File: src/rtl/i2s_tx_sched.sv
// I2S transmit scheduler: a free-running phase counter derives MCLK/SCLK/LRCK,
// and a single-entry holding buffer feeds a frame register that is serialised
// MSB-first, one SCLK after each LRCK edge. Every output is registered and
// lags the phase counter by exactly one clk cycle.
module i2s_tx_sched #(
  parameter int MCLK_HALF = 4,
  parameter int SAMPLE_W  = 16
) (
  input  logic                clk,
  input  logic                rst,
  input  logic                s_valid,
  input  logic [SAMPLE_W-1:0] s_left,
  input  logic [SAMPLE_W-1:0] s_right,
  output logic                s_ready,
  output logic                mclk,
  output logic                sclk,
  output logic                lrck,
  output logic                sdata,
  output logic                frame_start,
  output logic                underrun
);

  localparam int L  = $clog2(MCLK_HALF);
  localparam int PW = L + 9;
  localparam logic [5:0] SW6 = 6'(SAMPLE_W);

  // Phase counter and data path state
  logic [PW-1:0]       phase_q, phase_d;
  logic                full_q, full_d;
  logic [SAMPLE_W-1:0] buf_l_q, buf_l_d;
  logic [SAMPLE_W-1:0] buf_r_q, buf_r_d;
  logic [SAMPLE_W-1:0] frm_l_q, frm_l_d;
  logic [SAMPLE_W-1:0] frm_r_q, frm_r_d;

  // Registered outputs
  logic s_ready_q, s_ready_d;
  logic mclk_q, mclk_d;
  logic sclk_q, sclk_d;
  logic lrck_q, lrck_d;
  logic sdata_q, sdata_d;
  logic frame_start_q, frame_start_d;
  logic underrun_q, underrun_d;

  // Decode helpers
  logic                load_s;
  logic                xfer_s;
  logic [4:0]          bit_k_s;
  logic                chan_s;
  logic [SAMPLE_W-1:0] cur_sample_s;
  logic [SAMPLE_W-1:0] shifted_s;
  logic                in_slot_s;

  // Phase advance, frame-load and handshake decode
  always_comb begin
    phase_d = phase_q + PW'(1);
    load_s  = (phase_q == {PW{1'b0}});
    xfer_s  = s_valid & s_ready_q;
  end

  // Holding buffer and frame register; a load empties the buffer before a
  // same-cycle transfer refills it, so a pair arriving at phase 0 is kept
  // for the following frame.
  always_comb begin
    full_d  = full_q;
    buf_l_d = buf_l_q;
    buf_r_d = buf_r_q;
    frm_l_d = frm_l_q;
    frm_r_d = frm_r_q;
    if (load_s) begin
      if (full_q) begin
        frm_l_d = buf_l_q;
        frm_r_d = buf_r_q;
        full_d  = 1'b0;
      end else begin
        frm_l_d = {SAMPLE_W{1'b0}};
        frm_r_d = {SAMPLE_W{1'b0}};
      end
    end else begin
      frm_l_d = frm_l_q;
      frm_r_d = frm_r_q;
    end
    if (xfer_s) begin
      buf_l_d = s_left;
      buf_r_d = s_right;
      full_d  = 1'b1;
    end else begin
      buf_l_d = buf_l_q;
      buf_r_d = buf_r_q;
    end
  end

  // Serial bit select: slot bit k carries sample bit SAMPLE_W-k, zero outside 1..SAMPLE_W
  always_comb begin
    bit_k_s      = phase_q[L+7:L+3];
    chan_s       = phase_q[L+8];
    cur_sample_s = chan_s ? frm_r_q : frm_l_q;
    shifted_s    = cur_sample_s >> (SW6 - {1'b0, bit_k_s});
    in_slot_s    = ({1'b0, bit_k_s} != 6'd0) && ({1'b0, bit_k_s} <= SW6);
    if (in_slot_s) begin
      sdata_d = shifted_s[0];
    end else begin
      sdata_d = 1'b0;
    end
  end

  // Output next-values, all taken from the current phase so they lag by one cycle
  always_comb begin
    mclk_d        = phase_q[L];
    sclk_d        = phase_q[L+2];
    lrck_d        = phase_q[L+8];
    frame_start_d = load_s;
    underrun_d    = load_s & ~full_q;
    s_ready_d     = ~full_d;
  end

  // State and output registers with synchronous active-low reset
  always_ff @(posedge clk) begin
    if (!rst) begin
      phase_q       <= {PW{1'b0}};
      full_q        <= 1'b0;
      buf_l_q       <= {SAMPLE_W{1'b0}};
      buf_r_q       <= {SAMPLE_W{1'b0}};
      frm_l_q       <= {SAMPLE_W{1'b0}};
      frm_r_q       <= {SAMPLE_W{1'b0}};
      s_ready_q     <= 1'b0;
      mclk_q        <= 1'b0;
      sclk_q        <= 1'b0;
      lrck_q        <= 1'b0;
      sdata_q       <= 1'b0;
      frame_start_q <= 1'b0;
      underrun_q    <= 1'b0;
    end else begin
      phase_q       <= phase_d;
      full_q        <= full_d;
      buf_l_q       <= buf_l_d;
      buf_r_q       <= buf_r_d;
      frm_l_q       <= frm_l_d;
      frm_r_q       <= frm_r_d;
      s_ready_q     <= s_ready_d;
      mclk_q        <= mclk_d;
      sclk_q        <= sclk_d;
      lrck_q        <= lrck_d;
      sdata_q       <= sdata_d;
      frame_start_q <= frame_start_d;
      underrun_q    <= underrun_d;
    end
  end

  assign s_ready     = s_ready_q;
  assign mclk        = mclk_q;
  assign sclk        = sclk_q;
  assign lrck        = lrck_q;
  assign sdata       = sdata_q;
  assign frame_start = frame_start_q;
  assign underrun    = underrun_q;

endmodule

File: config.mk
export PLATFORM = sky130hd
export DESIGN_NAME = i2s_tx_sched
export DESIGN_NICKNAME = d
export VERILOG_FILES = /design/src/rtl/i2s_tx_sched.sv
export SDC_FILE = /design/constraint.sdc
export NUM_CORES = 1
export LEC_CHECK = 0
export BUFFER_PORTS_ARGS = -buffer_cell sky130_fd_sc_hd__buf_2
export CAP_MARGIN = 15
export CORE_UTILIZATION = 50
export DETAILED_ROUTE_END_ITERATION = 8
export GPL_TIMING_DRIVEN = 0
export PLACE_DENSITY = 0.73
export SETUP_SLACK_MARGIN = 0.05
export SYNTH_ARGS = -nofsm -noshare
export SYNTH_HDL_FRONTEND = slang
export SYNTH_SLANG_ARGS = --single-unit
File: constraint.sdc
create_clock -name clk -period 2.3 [get_ports clk]
set_input_delay 0.23 -clock clk [delete_from_list [all_inputs] [get_ports clk]]
set_output_delay 0.23 -clock clk [all_outputs]
set_load 0.05 [all_outputs]
# Word level (Yosys, flattened, before mapping)
# Index checks and enable logic that the tools add are counted.
# totals
ff_bits	83
in_bits	35
# classes
addsub	2
shift	1
mux	5
reduce_logical	4
n_lt_le_gt_ge	1
bitwise_logic	4
# ops
operator	count
$mux 16	3
$shr 16x6->1	1
$add 11x1->11 const B	1
$logic_not 11->1	1
$sub 5x5->6 const A	1
$le 5x5->1 const B	1
$reduce_bool 5->1	1
$and 1x1->1	2
$mux 1	2
$not 1->1	2
$reduce_and 2->1	1
$logic_and 1x1->1	1

# Depth between registers and ports, before layout
# Gate-level depths: netlist (run 1).
# logic_depth
ltp_word	4
depth_mapped	8

# Worst setup path after synthesis (run 1)
# Ideal clock, no wire load.
# synth_timing
path_type	flip-flop to flip-flop
start	reg phase_q[5]
end	reg sdata_q (netlist: sdata)
setup_time_ns	0.119
stages_incl_launch_ff	9
path_buffers	2
required_ns	2.181
arrival_time_ns	2.033
path_slack_ns	0.149
cell_sequence	dfxtp_1 -> buf_6 -> inv_1 -> ha_1 -> clkbuf_1 -> mux4_2 -> nand3_1 -> a41oi_1 -> o221a_1
# synth_between
elab_chain_cells	3
word_cells_on_any_way	6
cone_classes	add/sub: 1; order compare: 1; shift: 1; reduce/logical: 3
# synth_rtl
item	line_no	text
from (decl)	28	logic [PW-1:0] phase_q, phase_d;
from (signal assigned)	119	phase_q <= {PW{1'b0}};
from (signal assigned)	133	phase_q <= phase_d;
branches (longest 3 deep; another with $sub 5x5->6)	n/a	
to (signal assigned)	143	sdata_q <= sdata_d;
to (decl)	40	logic sdata_q, sdata_d;
# Parallel ways; which one is timed is not known.
# A chain may end at the register's enable or synchronous reset.

# Worst setup path in the final report (run 1)
# Same ends and word-level chain as after synthesis.

==> impl_results.md, run 1 <==
* Initial DRC count at 175
* IO Port Bufs at 41
* Static Leak at 1.499 nW
* Cell area after synthesis at 3219 um2
* Worst Clk Skew at 10.85 ps
* Starting density of the core at 53.12%
* Commonest non-fill, non-tap cell in the layout: dfxtp_1
* Peak supply drop at 0.5066 mV
* Worst-Margin Slew at 586.9 ps
* Worst slack, placed at -94.26 ps
* EDFF count, synth at 0
* Synth Instances at 320
* Post-CTS Setup Bufs at 0
* Remaining DRCs at 0
* Synth top area share at 51.61%
* Slew Viols, Final at 0
* Sequential fraction of the synthesis area at 51.61%
* Synth unique cells at 29
* Post-DP HPWL at 4815 um
* Number of setup violations in the final report at 0
* Overall fraction of global-route tracks in use at 21.70%
* Fraction of the mapped netlist area in simple logic gates at 16.60%
* Vias in the first global route at 2215
* CTS resizes at 1
* Drt total wl at 6587 um
* Biggest area consumer among synthesized cells: dfxtp_1
* Status: finished clean
* CP required at 2540 ps
* Share of layout cells above drive strength 1 at 19.15%
* #FFs+latches synth at 83
* Unrepaired setup endpoints after global routing: no
* Area Growth Syn to Fin at 16.56%
* Final cell count without fillers at 451
* Fmax at 0.4816 GHz
* CP max FO at 10
* Ys Warns at 0
* CP Class: reg2reg
* Fin nets at 410
* Syn_nets at 359
* Drt pass-1 iters at 4
* DR WL/cell at 14.61 um
* Min Tclk post-route at 2076 ps
* Fillers at 529
* Via count at 2351
* Die area at 6763 um2
* Antenna diodes at 0
* Initial antenna violation count at 0
* Ys flop type: dfxtp_1
* Skew-Pair Late Insertion Delay at 360 ps
* Clock Path Buffers at 2
* FP Rows at 28
* Largest net degree at the start of global routing at 16
* Die Ht at 82.24 um
* Global route overflow at 0
* Most frequent cells in the layout: 83 x dfxtp_1, 69 x nand2_1, 45 x buf_2
* CTS tree: built
* Largest family of logic cells by synthesized area: compound AO/OA/AOI/OAI gates
* Gp weighted congestion at 0.7695
* Core area at 6061 um2
* Post-Synth XOR/XNOR Area at 2.993%
* Final hold vios at 0
* Chip width at 82.24 um
* CP Capture Type: flip-flop
* Number of H-tree branching levels at 3
* Final period utilization at 90.27%
* # IOs at 42
* Post-synthesis compound-gate area fraction at 17.76%
* FFs w/ async S/R, synth at 0%
* Largest cells by area after synthesis: dfxtp_1 52%, a22o_1 8.7%, nand2_1 8.0%
* Global-route wire length before repair at 10650 um
* CTS root buf: clkbuf_8
* Pwr dens at 762.1 nW/um2
* Final ANT Viol Nets at 0
* Worst setup margin at 223.7 ps
* CTS sink count at 83
* Hold crit path type: in2reg
* Util after Layout at 61.91%
* Post-Synth Adder-Cell Area at 1.555%
* Startpoint class of the critical path: flip-flop
* Max Cap Viol at 0
* Data arrival at the endpoint of the critical path at 2320 ps
* Vias/cell at 5.213
* Clock transition at the registers of the reported paths at 90 ps
* DP Cell Count at 436
* Post-Syn Area per Cell at 10.06 um2
* Num CTS Buffers at 9
* Post-synthesis mux area share at 5.597%
* # hold bufs at CTS at 0
* Slew Limit Headroom at 60.87%
[layer usage]
metal | vias up | part of all wire [%] | GRT usage, %
met4 | 0 | 1.5 | 7.193
met2 | 52 | 45 | 34.05
li1 | 1211 | - | -
met3 | 12 | 4.5 | 6.044
met1 | 1076 | 49 | 28.71
met5 | - | 0 | 0
[logic make-up after synthesis]
logic type               count (synthesis)
AO/OA/AOI/OAI                           70
flip-flops                              83
adder cells (fa/ha/maj)                  4
XOR/XNOR                                11
AND/OR/NAND/NOR                        114
multiplexers                             8
buffers and inverters                   30
[critical path: stages (launching register included)]
cell and delay, ps:
dfxtp_1 360, buf_6 170, inv_1 110, ha_4 340, mux4_2 510, nand3_1 100, a41oi_1 130, o221a_1 250
[path summary, 6_finish.rpt]
check,start,endpoint,slack (ps),cells past startpoint
hold / removal,s_right[8],buf_r_q[8]$_SDFFE_PN0P_,110,3
setup / recovery,phase_q[5]$_SDFF_PN0_,sdata$_SDFF_PP0_,220,7
setup reg to reg,phase_q[5]$_SDFF_PN0_,sdata$_SDFF_PP0_,220,7
hold reg to reg,buf_r_q[3]$_SDFFE_PN0P_,buf_r_q[3]$_SDFFE_PN0P_,470,2
[Yosys cell counts, drive strengths merged (3+ instances only)]
| master | instances |
|---|---|
| a21boi | 33 |
| a22o | 32 |
| and2 | 17 |
| and3 | 9 |
| buf | 5 |
| clkbuf | 19 |
| dfxtp | 83 |
| ha | 4 |
| inv | 6 |
| mux4 | 8 |
| nand2 | 69 |
| nand3 | 7 |
| nor2b | 3 |
| nor3 | 3 |
| xnor2 | 7 |
| xor2 | 4 |
[state kept, by name, indices dropped and copies added, names as in the netlist]
name and count:
buf_r_q 16, full_q 1, lrck 1, sclk 1, frm_l_q 16, sdata 1
frm_r_q 16, buf_l_q 16, s_ready 1, underrun 1, frame_start 1, phase_q 11
mclk 1
[per-stage QoR]
step           area [um2]  power [mW]  hold WS [ps]  setup TNS, ps
6_report             3752       2.860         110.6              0
4_1_cts              3742       2.876         100.6              0
3_5_place_dp         3518       1.727         453.9         -94.26
5_1_grt              3752       2.968         101.7              0
3_3_place_gp         3518       1.720         447.8         -88.12
2_1_floorplan        3219       1.650         374.9              0
[power breakdown]
part	switching, mW	internal [mW]
Sequential	0.0256	1.48
Clock	0.549	0.620
Combinational	0.116	0.0713
Total	0.691	2.17
[cell type report]
class	count	area [um2]	area share, %
repair buffers	41	205.2	5.468
well taps	75	93.84	2.501
clock inverters	7	101.3	2.701
plain buffers	23	98.84	2.634
flip-flops and latches	83	1662	44.28
multi-input cells	207	1445	38.51
inverters	6	22.52	0.6002
clock buffers	9	123.9	3.301
Power figures use the tool's default switching activity.
==> inputs of run 2 (changes only) <==
Settings changed: ABC_AREA set to 1, CORE_ASPECT_RATIO set to 1.2.
==> run 2 against run 1 <==
  * Die area up 7.2%
  * First-iteration DRC count shrank 2.9%
  * Flip-flop and latch count is the same
  * Final cell count up 31%
  * Clock skew is 2.0 ps higher
  * Non-clock buffer count up 6
  * Design area rose by 5.2%
  * Routed wire length rose by 20%
  * Global-route usage is 2.0 points higher
  * Combinational power up 55%
  * Sequential share of layout area fell by 2.2 points
  * Synthesized cell count increased by 40%
  * Critical path type unchanged
==> impl_results.md, run 2 <==
* CP max FO at 10
* Largest net degree at the start of global routing at 15
* Area Growth Syn to Fin at 14.23%
* Starting density of the core at 52.63%
* DP Cell Count at 575
* Final hold vios at 0
* Post-Place Cell Area at 3767 um2
* Die area at 7249 um2
* IO Port Bufs at 41
* Die Ht at 93.07 um
* Hold crit path type: in2reg
* CTS sink count at 83
* Sequential Power Share at 55.0%
* Drt total wl at 7902 um
* Final TNS setup at 0 ps
* Final cell count without fillers at 591
* Util after Layout at 60.12%
* Syn_nets at 488
* Post-DP HPWL at 5871 um
* Chip width at 77.89 um
* Design Area, Final at 3948 um2
* Unrepaired setup endpoints after global routing: no
* Status: finished clean
* Fillers at 623
* Synth top area share at 48.08%
* CP required at 2550 ps
* Min Tclk post-route at 1735 ps
* Biggest area consumer among synthesized cells: dfxtp_1
* # hold bufs at CTS at 0
* CTS resizes at 0
* DR WL/cell at 13.37 um
* Net Switching at 0.7525 mW
* Power consumption at 2.776 mW
* Share of layout cells above drive strength 1 at 16.01%
* Ys Warns at 0
* CP Class: reg2reg
* Max Cap Viol at 0
* Num CTS Buffers at 9
* CTS tree: built
* Int Pwr at 2.023 mW
* Peak supply drop at 0.4457 mV
* Global route overflow at 0
* Final period utilization at 75.45%
* Number of H-tree branching levels at 3
* Number of setup violations in the final report at 0
* Vias/cell at 5.052
* Core area at 6566 um2
* Synth unique cells at 27
* Sw frac at 27.11%
* Data arrival at the endpoint of the critical path at 1980 ps
* Synth Instances at 449
* Clock transition at the registers of the reported paths at 90 ps
* Slew Limit Headroom at 65.52%
* Antenna diodes at 0
* Via count at 2986
* Slew Viols, Final at 0
* FP Rows at 32
* Final ANT Viol Nets at 0
* Fmax at 0.5762 GHz
* # IOs at 42
* Post-synth top cells: 83 x dfxtp_1, 77 x nor2_1, 50 x nand2_1, 50 x nand3_1, 48 x inv_1
* Ys flop type: dfxtp_1
* Static Leak at 1.594 nW
* Skew-Pair Late Insertion Delay at 360 ps
* Commonest non-fill, non-tap cell in the layout: dfxtp_1
* Post-CTS Setup Bufs at 0
* Gp weighted congestion at 0.9040
* Overall fraction of global-route tracks in use at 23.74%
* CP Capture Type: flip-flop
* Startpoint class of the critical path: flip-flop
* CTS root buf: clkbuf_8
* Initial antenna violation count at 0
* Initial DRC count at 170
* Sequential fraction of the synthesis area at 48.08%
* Largest cells by area after synthesis: dfxtp_1 48%, nor2_1 8.4%, nand3_1 7.2%
* Top-count cell post-synth: dfxtp_1
* Comb pwr share at 10.5%
* Pwr dens at 703.2 nW/um2
* Post-Syn Area per Cell at 7.697 um2
* Clock Path Buffers at 2
* Remaining DRCs at 0
* Worst-Margin Slew at 517.2 ps
* Cell area after synthesis at 3456 um2
* Fin nets at 540
* FFs w/ async S/R, synth at 0%
* EDFF count, synth at 0
* Worst Clk Skew at 12.80 ps
* Vias in the first global route at 2811
* #FFs+latches synth at 83
* Clock power share at 34.5%
* Most frequent cells in the layout: 83 x dfxtp_1, 77 x nor2_1, 50 x nand2_1, 50 x nand3_1, 49 x buf_2
* Drt pass-1 iters at 4
* Global-route wire length before repair at 13270 um
run 2: cell count changes after synthesis, moves of 17 or more:
cell      previous run  this run
inv_1                6        48
a21boi_0            33         0
o31ai_1              0        28
nand2_1             69        50
a22o_1              32         0
nor2_1               1        77
nand3_1              7        50
and2_1              17         0
o21ai_0              1        43
run 2: worst paths after layout:
path                                       startpoint                       to  slack [ps]  depth (start not counted)
worst max-delay path            phase_q[5]$_SDFF_PN0_         sdata$_SDFF_PP0_         560                          9
worst min-delay path                       s_right[8]  buf_r_q[8]$_SDFFE_PN0P_         110                          3
worst max register to register  phase_q[5]$_SDFF_PN0_         sdata$_SDFF_PP0_         560                          9
worst min register to register  phase_q[4]$_SDFF_PN0_          sclk$_SDFF_PN0_         450                          2
run 2: per-layer routing:
layer	up-vias	track usage, %	wire (um)
met5	-	0	0
met4	0	9.722	138
met3	13	4.098	291
met2	46	39.60	3668
met1	1352	30.35	3805
li1	1575	-	-
run 2: kinds of logic after synthesis:
kind of cell | share of synthesized area [%]
adders and majority gates | 1.448
DFF | 48.08
buffers and inverters | 9.558
xor gates and xnor gates | 0.5070
and+or+nand+nor | 25.92
AOI/OAI and AO/OA | 14.48
run 2: layout make-up:
type	count	area, um2	area share, %
sequential	83	1662	42.09
multi-input combinational	287	1464	37.08
timing repair buffer	41	205.2	5.198
inverter	50	188.9	4.786
clock buffer	12	145.1	3.677
buffer	29	141.4	3.582
tap	85	106.4	2.694
clock inverter	4	35.03	0.8875
run 2: critical path, stage by stage, from the launching register on:
cell     delay, ps
dfxtp_1        330
inv_1          140
buf_2          260
ha_1           320
inv_1          160
nand3_1        110
nand2_1        100
nor2_1          40
nor2_1         110
nor2_1          60
run 2: through the flow:
step	hold slack, ps	setup WS [ps]
6_report	112.8	564.6
5_1_grt	138.4	383.0
4_1_cts	114.3	568.1
3_5_place_dp	437.8	595.0
3_3_place_gp	433.5	549.2
2_1_floorplan	396.7	824.0
run 2: power groups by stage:
stage          logic (mW)  clock network, mW  registers [mW]
4_1_cts             0.294              0.968            1.53
6_report            0.291              0.958            1.53
2_1_floorplan       0.184                  0            1.57
5_1_grt             0.329               1.03            1.53
3_3_place_gp        0.284                  0            1.56
3_5_place_dp        0.293                  0            1.56
